File: config.mk
export PLATFORM = sky130hd
export DESIGN_NAME = sad_accum_4b
export DESIGN_NICKNAME = d
export VERILOG_FILES = /design/src/rtl/sad_accum_4b.sv
export SDC_FILE = /design/constraint.sdc
export NUM_CORES = 1
export LEC_CHECK = 0
export ABC_AREA = 1
export BUFFER_PORTS_ARGS = -buffer_cell sky130_fd_sc_hd__buf_4
export CORE_MARGIN = 4
export CORE_UTILIZATION = 45
export DETAILED_ROUTE_END_ITERATION = 16
export PLACE_DENSITY = 0.72
export SYNTH_ARGS = -nofsm -noshare
export SYNTH_HDL_FRONTEND = slang
export SYNTH_SLANG_ARGS = --single-unit
File: constraint.sdc
create_clock -name clk -period 4.7 [get_ports clk]
set_input_delay 0.94 -clock clk [delete_from_list [all_inputs] [get_ports clk]]
set_output_delay 0.94 -clock clk [all_outputs]
set_load 0.05 [all_outputs]
File: src/rtl/sad_accum_4b.sv
// Streaming sum-of-absolute-differences stage: accumulates N_PAIRS 4b |a-b| values per frame
// and hands the saturating frame sum downstream over a val/rdy handshake.
module sad_accum_4b #(
  parameter int unsigned N_PAIRS   = 4,
  parameter int unsigned SUM_NBITS = 8
) (
  input  logic                 clk,
  input  logic                 rst,
  input  logic                 in_val,
  output logic                 in_rdy,
  input  logic [3:0]           in0,
  input  logic [3:0]           in1,
  output logic                 out_val,
  input  logic                 out_rdy,
  output logic [SUM_NBITS-1:0] sad,
  output logic                 ovf
);

  localparam int unsigned CntW  = (N_PAIRS > 1) ? $clog2(N_PAIRS) : 1;
  localparam int unsigned SumW1 = SUM_NBITS + 1;
  localparam logic [CntW-1:0] CntLast = CntW'(N_PAIRS - 1);

  typedef enum logic {StAcc, StDone} state_e;

  state_e               r_state, w_state_d;
  logic [CntW-1:0]      r_cnt, w_cnt_d;
  logic [SUM_NBITS-1:0] r_sum, w_sum_d;
  logic                 r_ovf, w_ovf_d;

  logic                 w_gt;
  logic [3:0]           w_diff;
  logic [SUM_NBITS:0]   w_add;
  logic                 w_xfer;

  always_comb begin
    w_gt   = (in0 > in1);
    w_diff = w_gt ? (in0 - in1) : (in1 - in0);
    // Extra top bit is the carry that signals the add ran past the saturation ceiling.
    w_add  = {1'b0, r_sum} + SumW1'(w_diff);
    w_xfer = in_val && (r_state == StAcc);
  end

  always_comb begin
    w_state_d = r_state;
    w_cnt_d   = r_cnt;
    w_sum_d   = r_sum;
    w_ovf_d   = r_ovf;
    unique case (r_state)
      StAcc: begin
        if (w_xfer) begin
          w_cnt_d = r_cnt + CntW'(1);
          if (w_add[SUM_NBITS]) begin
            w_sum_d = '1;
            w_ovf_d = 1'b1;
          end else begin
            w_sum_d = w_add[SUM_NBITS-1:0];
          end
          if (r_cnt == CntLast) begin
            w_state_d = StDone;
          end
        end
      end
      StDone: begin
        if (out_rdy) begin
          w_state_d = StAcc;
          w_cnt_d   = '0;
          w_sum_d   = '0;
          w_ovf_d   = 1'b0;
        end
      end
    endcase
  end

  always_ff @(posedge clk) begin
    if (rst) begin
      r_state <= StAcc;
      r_cnt   <= '0;
      r_sum   <= '0;
      r_ovf   <= 1'b0;
    end else begin
      r_state <= w_state_d;
      r_cnt   <= w_cnt_d;
      r_sum   <= w_sum_d;
      r_ovf   <= w_ovf_d;
    end
  end

  // Handshake outputs are masked while reset is held so nothing is offered or accepted.
  assign in_rdy  = (r_state == StAcc) && !rst;
  assign out_val = (r_state == StDone) && !rst;
  assign sad     = r_sum;
  assign ovf     = r_ovf;

endmodule

==> results of run 1 <==
## kinds of logic after synthesis
logic type               count (synthesis)  share of synthesized area
AND/OR/NAND/NOR                         87                      0.364
buffers and inverters                   37                      0.130
AO/OA/AOI/OAI                           17                     0.0982
adder cells (fa/ha/maj)                 15                      0.183
flip-flops                              12                      0.210
XOR/XNOR                                 2                     0.0153
## cells in the final DEF, fill, tap and decap left out, drive strengths merged, types with 2 or more instances in the layout
| cell | n |
|---|---|
| clkbuf | 4 |
| a21oi | 5 |
| nand2 | 53 |
| o21ai | 9 |
| nand3 | 16 |
| xnor2 | 2 |
| nand4 | 3 |
| fa | 3 |
| dfxtp | 12 |
| buf | 22 |
| nor2 | 13 |
| inv | 36 |
| ha | 12 |
## layer usage
| metal | up-vias | wire [microns] | GRT usage |
|---|---|---|---|
| met3 | 4 | 104 | 0.0154 |
| met5 | - | 0 | 0 |
| li1 | 580 | - | - |
| met2 | 27 | 1110 | 0.268 |
| met4 | 0 | 53 | 0.0762 |
| met1 | 482 | 1060 | 0.188 |
## worst paths after layout
kind	startpoint	endpoint	slack, ns	depth (start not counted)
worst max register to register	sad[0]	sad[6]	2.98	11
worst min-delay path	r_cnt[0]	r_cnt[0]	0.46	1
worst max-delay path	in0[0]	sad[6]	1.57	22
worst min register to register	r_cnt[0]	r_cnt[0]	0.46	1
## metrics by stage
stage,utilization,cell area (sq um),total power [mW],hold slack (ns)
2_1_floorplan,-,1150,0.263,0.428
3_3_place_gp,0.545,1340,0.302,0.440
3_5_place_dp,0.545,1340,0.308,0.447
4_1_cts,0.560,1370,0.391,0.459
5_1_grt,0.560,1370,0.421,0.499
6_report,0.560,1370,0.388,0.457
## power groups by stage
stage                     clock network [mW]  logic (mW)  registers (mW)
after CTS                             0.0849       0.185           0.122
final                                 0.0836       0.183           0.121
after global placement                     0       0.179           0.123
after floorplan                            0       0.113           0.150
after detailed placement                   0       0.184           0.124
after global routing                  0.0889       0.209           0.123
## cell type report
cell class	instances	area, sq um
fill	254	1080
clock buffer	4	36.3
multi-input combinational	121	757
tap	30	37.5
sequential	12	240
inverter	36	138
timing repair buffer	22	165
## critical path: stages
cell,delay (ns)
buf_4,0.11
inv_1,0.05
ha_1,0.13
inv_1,0.06
fa_1,0.42
nand2_4,0.09
inv_4,0.04
nor2_4,0.09
o21bai_4,0.06
nand2_2,0.10
nand2_1,0.07
o21ai_2,0.08
inv_2,0.05
fa_1,0.43
inv_1,0.07
nand3_1,0.08
nand3_2,0.15
nand2_1,0.07
nand2_1,0.06
nand3_1,0.06
nand2_1,0.06
nand2_1,0.04
## state kept, by name, indices dropped and copies added (netlist names)
register,cells
r_state,1
ovf,1
sad,8
r_cnt,2
==> impl_metrics.csv, run 1 <==
group,metric,value,unit
logic_synthesis,ys_top_cells_by_count,"nand2_1 (49), inv_1 (33), nand3_1 (14)",
pwr,switchingPower,162,uW
clock_network,post_cts_buffers,0,
logic_synthesis,avgSynthCellArea,6.74,sq um
logic_synthesis,synth_area,1150,sq um
clock_network,htreeDepth,1,
detailed_routing,drt_first_iter_violations,43,
die,fp.dieH,58.5,microns
logic_synthesis,ys_seq_area_frac,0.210,
worst_setup_path,crit_required,4.88,ns
worst_setup_path,worstPathMaxFanout,6,
logic_synthesis,async_flop_share,0,
worst_setup_path,critPathLaunchType,"input pin",
logic_synthesis,synthFlopType,"dfxtp_1",
timing,grt_setup_unrepaired,"no",
detailed_routing,wl_per_cell,10.4,microns
die,start_util,0.467,
place,portBuffers,22,
timing,slew_headroom,0.791,
clock_network,cts_buffers,3,
run_status,status,"complete, no violations",
grt,grt_pass1_vias,1047,
grt,grt-ovfl-total,0,
timing,timing.final.crit_period,3.13,ns
logic_synthesis,yosys.area.top_type,"dfxtp_1",
detailed_routing,postRouteAntennaNets,0,
pwr,ir_worst_vdd,0.186,mV
clock_network,cts_root_buffer,"clkbuf_4",
layout,stdcell_count,225,
logic_synthesis,synth_edf_count,0,
timing,fin_worst_skew,0.00828,ns
logic_synthesis,synth_cell_types,26,
detailed_routing,firstDrtPassIters,4,
place,hpwl,1.99,mm
grt,grt_pass1_wl,4.19,mm
grt,grt_use_total,0.154,
pwr,p_int,226,uW
timing,setup_viol,0,
grt,antenna_found_initial,0,
die,core_area,2450,sq um
grt,grt_max_degree,9,
timing,hold_violations,0,
pwr,swShare,0.417,
die,dieArea,3420,sq um
layout,diodes,0,
clock_network,hold_buffers,0,
pwr,seqPwrFrac,0.313,
clock_network,clock-sinks,12,
clock_network,cts_tree,"built",
layout,layout-drive-gt1-share,0.226,
place,place_inst,221,
place,place_congestion,0.840,
timing,setup_tns,0,ns
detailed_routing,num_vias,1093,
layout,syn_to_final_growth,19.9,%
timing,timing.final.crit_share,0.666,
pwr,clkPwrFrac,0.215,
logic_synthesis,ys_ff_latch,12,
clock_network,post_cts_resized,0,
timing,tightest_slew,0.313,ns
clock_network,clock_latency,0.28,ns
detailed_routing,drc,0,
timing,slew_violations,0,
layout,num-nets-final,223,
place,dp_slack,1.27,ns
clock_network,clk_pin_slew,0.08,ns
job,max_cap_violations,0,
pwr,leakage,0.797,nW
logic_synthesis,synth_cells,170,
pwr,power_frac_comb,0.472,
worst_setup_path,cp.arrival,3.31,ns
timing,setup_ws,1.57,ns
worst_setup_path,cp-end-kind,"flip-flop",
logic_synthesis,synth_nets,197,
logic_synthesis,ys_top_cells_by_area,"dfxtp_1 (21%), nand2_1 (16%), ha_1 (13%)",
worst_setup_path,path_class,"input pin to flip-flop",
logic_synthesis,yosysWarningCount,0,
clock_network,cts_buffer_depth,2,
hold_path,worstHoldPathType,"flip-flop to flip-flop",
logic_synthesis,yosysMostFrequentCell,"nand2_1",
die,die_w,58.5,microns
detailed_routing,wirelength,2.33,mm
timing,max_freq,320,MHz
logic_synthesis,synth_top_area_share,0.210,
die,rows,18,
pwr,power_density,283,nW/um^2
die,io_pins,23,
detailed_routing,viasPerCell,4.86,
(Power assumes the default switching activity.)
==> run 2: changes to the inputs <==
--- a/config.mk
+++ b/config.mk
@@ -5,12 +5,12 @@
 export SDC_FILE = /design/constraint.sdc
 export NUM_CORES = 1
 export LEC_CHECK = 0
-export ABC_AREA = 1
+export ABC_AREA = 0
 export BUFFER_PORTS_ARGS = -buffer_cell sky130_fd_sc_hd__buf_4
 export CORE_MARGIN = 4
 export CORE_UTILIZATION = 45
 export DETAILED_ROUTE_END_ITERATION = 16
-export PLACE_DENSITY = 0.72
+export PLACE_DENSITY = 0.76
 export SYNTH_ARGS = -nofsm -noshare
 export SYNTH_HDL_FRONTEND = slang
 export SYNTH_SLANG_ARGS = --single-unit
==> constraint.sdc (replaced) <==
create_clock -name clk -period 2.55 [get_ports clk]
set_input_delay 0.51 -clock clk [delete_from_list [all_inputs] [get_ports clk]]
set_output_delay 0.51 -clock clk [all_outputs]
set_load 0.05 [all_outputs]
==> run 2 against run 1 <==
The run now ends with negative setup slack left; via count shrank 8.8%; largest power group unchanged; core utilization grew 16 points; non-clock buffer count grew 19; clock power grew 35%; largest cell class unchanged; cell count shrank 16%; critical endpoint is now sad[7].
==> impl_metrics.csv, run 2 <==
group,metric,value,unit
detailed_routing,drt_first_iter_violations,26,
worst_setup_path,crit_required,2.75,ns
run_status,violations,"negative setup slack",
layout,diodes,0,
hold_path,worstHoldPathType,"flip-flop to flip-flop",
timing,slew_violations,0,
logic_synthesis,ys_top_cells_by_area,"dfxtp_1 (25%), ha_1 (15%), fa_1 (6.1%)",
worst_setup_path,cpMaxStageDelayCell,"fa_2",
grt,grt-ovfl-total,0,
logic_synthesis,synth_cell_types,33,
detailed_routing,drc,0,
detailed_routing,viasPerCell,5.28,
timing,hold_violations,0,
worst_setup_path,cp_slowest_stage_delay,0.36,ns
pwr,ir_worst_vdd,0.453,mV
timing,setup_viol,9,
clock_network,cts_tree,"built",
timing,tightest_slew,0.695,ns
clock_network,cts_buffers,3,
layout,regArea,240,sq um
worst_setup_path,cp_top_family,"adder cells",
die,io_pins,23,
place,place_congestion,0.777,
clock_network,cts_buffer_depth,2,
logic_synthesis,synth_top_area_share,0.246,
logic_synthesis,ys_ff_latch,12,
logic_synthesis,avgSynthCellArea,8.21,sq um
grt,grt_max_degree,12,
clock_network,clock_latency,0.27,ns
grt,grt_pass1_vias,1033,
layout,multi_input_area,764,sq um
worst_setup_path,cpMostUsedCell,"mux2i_1",
detailed_routing,num_vias,997,
job,max_cap_violations,0,
clock_network,clk_pin_slew,0.06,ns
die,rows,16,
pwr,power_density,573,nW/um^2
timing,max_freq,342,MHz
clock_network,htreeDepth,1,
place,portBuffers,22,
detailed_routing,wirelength,2.61,mm
logic_synthesis,synth_nets,146,
layout,syn_to_final_growth,49.6,%
worst_setup_path,critPathLaunchType,"input pin",
logic_synthesis,synth_edf_count,0,
timing,fin_worst_skew,0.000842,ns
layout,num-nets-final,191,
clock_network,cts_root_buffer,"clkbuf_4",
logic_synthesis,yosys.area.top_type,"dfxtp_1",
timing,grt_setup_unrepaired,"yes",
timing,timing.final.crit_share,1.15,
logic_synthesis,ys_seq_area_frac,0.246,
grt,antenna_found_initial,0,
detailed_routing,wl_per_cell,13.8,microns
layout,layout_common_cells,"buf_4 (37), inv_1 (12), dfxtp_1 (12)",
worst_setup_path,path_class,"input pin to flip-flop",
grt,grt_pass1_wl,4.53,mm
place,dpl-instance-area,1300,sq um
run_status,status,"complete, but fails checks",
timing,setup_ws,-0.376,ns
worst_setup_path,path_buf_inv,3,
logic_synthesis,yosysWarningCount,0,
timing,timing.final.crit_period,2.93,ns
logic_synthesis,async_flop_share,0,
logic_synthesis,synth_cells,119,
die,start_util,0.483,
clock_network,clock-sinks,12,
layout,largest_reg_flops,8,
timing,slew_headroom,0.535,
logic_synthesis,synth_area,977,sq um
grt,grt_use_total,0.210,
detailed_routing,firstDrtPassIters,4,
worst_setup_path,cp-end-kind,"flip-flop",
logic_synthesis,synthFlopType,"dfxtp_1",
die,fp.dieH,54.6,microns
place,hpwl,1.86,mm
layout,nFillCells,156,
detailed_routing,postRouteAntennaNets,0,
worst_setup_path,worstPathMaxFanout,5,
pwr,leakage,0.703,nW
layout,layout-drive-gt1-share,0.401,
layout,final_area,1460,sq um
layout,post-route-util,0.723,
die,dieArea,2980,sq um
logic_synthesis,yosysMostFrequentCell,"inv_1",
timing,hold_ws,0.468,ns
layout,final_common_cell,"buf_4",
worst_setup_path,cp.arrival,3.13,ns
worst_setup_path,cp_cell_sequence,"buf_12 > inv_12 > ha_4 > inv_2 > fa_2 > a211oi_4 > nor3_4 > mux2i_1 > xnor2_1 > ha_1 > and3_1 > a221o_1 > nand4_1 > mux2i_1",
logic_synthesis,ys_top_cells_by_count,"inv_1 (14), dfxtp_1 (12), ha_1 (12)",
die,core_area,2020,sq um
die,die_w,54.6,microns
[run 2: cell types whose count changed in the layout (fill, tap and decap cells not counted), sizes merged, moves of 2 or more]
cell    delta
nand2     -42
inv       -21
buf       +19
nand3     -14
and3       +4
a211oi     +3
a21oi      +3
mux2i      +3
a21o       +2
a22oi      +2
nand2b     +2
nand3b     +2
nor2       -2
[run 2: final cells by class]
class | count | area share
repair buffers | 41 | 0.227
inverters | 15 | 0.0471
well taps | 27 | 0.0231
clock buffers | 3 | 0.0154
multi-input cells | 91 | 0.523
flip-flops and latches | 12 | 0.164
[run 2: path summary, 6_finish.rpt]
path	startpoint	endpoint	slack [ns]	depth (start not counted)
min reg2reg	sad[0]	sad[0]	0.47	2
max reg2reg	sad[0]	sad[5]	0.72	8
max	in0[0]	sad[7]	-0.38	14
min	sad[0]	sad[0]	0.47	2
[run 2: through the flow]
| step | total power, mW | worst slack, ns | cells | setup TNS (ns) |
|---|---|---|---|---|
| finish | 0.837 | -0.376 | 189 | -2.22 |
| global route | 0.896 | -0.420 | 189 | -3.07 |
| global placement | 0.566 | -0.595 | 178 | -5.05 |
| CTS | 0.790 | -0.275 | 187 | -1.25 |
| floorplan | 0.466 | -0.322 | 119 | -2.37 |
| detailed placement | 0.578 | -0.678 | 178 | -5.64 |
[run 2: worst register-to-register path, stage by stage (launching register included)]
cell,delay (ns)
dfxtp_1,0.36
ha_1,0.20
inv_1,0.07
fa_2,0.34
nand2b_4,0.17
a211oi_4,0.29
buf_6,0.15
nand2_1,0.06
nand4_1,0.13
[run 2: where the power goes]
group          internal [mW]  switching, mW  leakage (nW)
Clock                 0.0548         0.0582        0.0138
Combinational          0.237          0.260         0.592
Sequential             0.207         0.0198        0.0979
Total                  0.499          0.338         0.703
[run 2: metal layers]
| metal | routed length (microns) | track usage | vias to the layer above | part of all wire |
|---|---|---|---|---|
| met5 | 0 | 0 | - | 0 |
| li1 | - | - | 499 | - |
| met4 | 21 | 0.0498 | 0 | 0.0081 |
| met1 | 1140 | 0.269 | 469 | 0.44 |
| met3 | 127 | 0.0599 | 4 | 0.049 |
| met2 | 1320 | 0.343 | 25 | 0.50 |
[run 2: timing repair]
action,in CTS,in global routing
pin swaps,16,7
setup endpoints to repair,9,9
hold buffers,0,0
gates resized for setup,18,4
setup buffers,6,2
[run 2: cells by family after synthesis]
kind of cell               after synthesis  share of synthesized area
buffers and inverters                   16                     0.0615
AOI/OAI and AO/OA                       28                      0.181
muxes                                    4                     0.0461
DFF                                     12                      0.246
adders and majority gates               15                      0.215
xor gates and xnor gates                 3                     0.0269
and+or+nand+nor                         41                      0.224
==> run 3: changes to the inputs <==
--- a/config.mk
+++ b/config.mk
@@ -7,10 +7,12 @@
 export LEC_CHECK = 0
 export ABC_AREA = 0
 export BUFFER_PORTS_ARGS = -buffer_cell sky130_fd_sc_hd__buf_4
+export CELL_PAD_IN_SITES_DETAIL_PLACEMENT = 1
+export CELL_PAD_IN_SITES_GLOBAL_PLACEMENT = 1
 export CORE_MARGIN = 4
-export CORE_UTILIZATION = 45
+export CORE_UTILIZATION = 34
 export DETAILED_ROUTE_END_ITERATION = 16
-export PLACE_DENSITY = 0.76
+export PLACE_DENSITY = 0.78
 export SYNTH_ARGS = -nofsm -noshare
 export SYNTH_HDL_FRONTEND = slang
 export SYNTH_SLANG_ARGS = --single-unit
==> run 3 against run 2 <==
The run still ends with negative setup slack left; routed wire length up 32%; core utilization down 17 points; first-iteration DRC count is 110% higher; worst setup slack got worse by 0.031 ns; clock skew rose by 0.0076 ns; sequential share of layout area fell by 0.75 points; register-to-register slack lost 0.09 ns; global-route usage down 3.1 points; critical path type unchanged.
==> impl_metrics.csv, run 3 (same netlist as run 2, synthesis figures left out) <==
group,metric,value,unit
run_status,status,"complete, but fails checks",
run_status,violations,"negative setup slack",
clock_network,htreeDepth,1,
die,core_area,2760,sq um
layout,layout-drive-gt1-share,0.436,
layout,layout_common_cells,"buf_4 (38), inv_1 (12), dfxtp_1 (12)",
detailed_routing,wirelength,3.43,mm
timing,setup_tns,-3.18,ns
pwr,ir_worst_vdd,0.466,mV
timing,hold_violations,0,
detailed_routing,wl_per_cell,17.5,microns
grt,grt_pass1_vias,1105,
grt,grt_pass1_wl,4.96,mm
place,place_congestion,0.819,
detailed_routing,drt_first_iter_violations,54,
clock_network,hold_buffers,0,
layout,diodes,0,
layout,final_area,1530,sq um
detailed_routing,wl_met3,110,microns
timing,setup_viol,9,
clock_network,cts_root_buffer,"clkbuf_4",
worst_setup_path,cp_top_family,"adder cells",
layout,largest_reg_flops,8,
layout,num-nets-final,193,
die,start_util,0.354,
grt,grt-ovfl-total,0,
die,dieArea,3800,sq um
grt,grt_max_degree,12,
clock_network,clk_pin_slew,0.07,ns
timing,grt_setup_unrepaired,"yes",
grt,grt_use_total,0.179,
die,rows,19,
detailed_routing,viasPerCell,5.32,
worst_setup_path,cp_slowest_stage_delay,0.37,ns
detailed_routing,wl_met1,1.40,mm
detailed_routing,highest_layer,"met4",
timing,slew_headroom,0.590,
layout,final_common_cell,"buf_4",
worst_setup_path,path_buf_inv,4,
timing,fin_worst_skew,0.00848,ns
layout,syn_to_final_growth,56.7,%
die,die_w,61.6,microns
grt,antenna_found_initial,0,
clock_network,clock_latency,0.28,ns
worst_setup_path,critPathLaunchType,"input pin",
timing,timing.final.crit_period,2.96,ns
detailed_routing,drc,0,
clock_network,clock-sinks,12,
clock_network,cts_buffers,3,
place,portBuffers,22,
worst_setup_path,cpMostUsedCell,"mux2i_1",
die,io_pins,23,
timing,timing.final.crit_share,1.16,
worst_setup_path,crit_required,2.75,ns
detailed_routing,firstDrtPassIters,4,
pwr,leakage,0.717,nW
place,dpl-instance-area,1330,sq um
worst_setup_path,cp_cell_sequence,"buf_12 > inv_12 > ha_4 > inv_2 > fa_2 > a211oi_4 > nor3_4 > mux2i_1 > xnor2_1 > ha_2 > buf_6 > and3_4 > a221o_1 > nand4_1 > mux2i_1",
worst_setup_path,cpMaxStageDelayCell,"fa_2",
timing,max_freq,338,MHz
die,fp.dieH,61.6,microns
detailed_routing,num_vias,1043,
timing,slew_violations,0,
clock_network,cts_buffer_depth,2,
detailed_routing,postRouteAntennaNets,0,
job,max_cap_violations,0,
timing,tightest_slew,0.613,ns
worst_setup_path,cp-end-kind,"flip-flop",
worst_setup_path,cp.arrival,3.16,ns
pwr,power_density,587,nW/um^2
timing,setup_ws,-0.407,ns
place,hpwl,2.35,mm
worst_setup_path,path_class,"input pin to flip-flop",
detailed_routing,dr_wl_met2,1.85,mm
clock_network,cts_tree,"built",
worst_setup_path,worstPathMaxFanout,4,
hold_path,worstHoldPathType,"flip-flop to flip-flop",
## run 3: cell types whose count changed in the layout (fill, tap and decap cells not counted), moves of 2 or more
cell     before  now
ha_1         11    8
o21ai_1       1    4
a21oi_1       7    5
a21oi_2       1    3
ha_4          1    3
o21ai_2       4    0
## run 3: metal layers
metal  track usage  up-vias
li1              -      507
met2         0.315       24
met3        0.0461        6
met5             0        -
met4        0.0788        0
met1         0.200      506
## run 3: timing repair
item	CTS	global route
endpoints found under the setup margin	9	9
setup buffers	3	4
gates resized for setup	15	12
pin swaps	13	9
## run 3: where the power goes
part | internal [mW] | switching [mW] | total [mW]
clock network | 0.0869 | 0.0681 | 0.155
registers | 0.207 | 0.0217 | 0.229
logic | 0.239 | 0.277 | 0.515
total | 0.533 | 0.367 | 0.899
## run 3: final cells by class
cell class                 instances  area, sq um
clock buffer                       4         36.3
fill                             326         1230
inverter                          15         68.8
multi-input combinational         91          797
sequential                        12          240
tap                               31         38.8
timing repair buffer              43          350
## run 3: tightest hold or removal path, cell delays in order (launching register included)
cell	delay [ns]
dfxtp_1	0.33
nand2_1	0.06
nand2_1	0.04
## run 3: metrics by stage
| step | hold slack, ns | total power, mW | setup slack [ns] | instances | utilization |
|---|---|---|---|---|---|
| 6_report | 0.470 | 0.899 | -0.407 | 196 | 0.555 |
| 5_1_grt | 0.474 | 0.965 | -0.494 | 196 | 0.555 |
| 4_1_cts | 0.476 | 0.828 | -0.330 | 192 | 0.523 |
| 3_5_place_dp | 0.462 | 0.607 | -0.734 | 186 | 0.483 |
| 3_3_place_gp | 0.456 | 0.588 | -0.580 | 186 | 0.483 |
| 2_1_floorplan | 0.481 | 0.466 | -0.322 | 119 | - |
## run 3: worst paths after layout
check	startpoint	to	slack, ns	cells past startpoint
worst max register to register	sad[0]	sad[4]	0.63	7
worst min-delay path	sad[2]	sad[2]	0.47	2
worst max-delay path	in0[0]	sad[7]	-0.41	15
worst min register to register	sad[2]	sad[2]	0.47	2
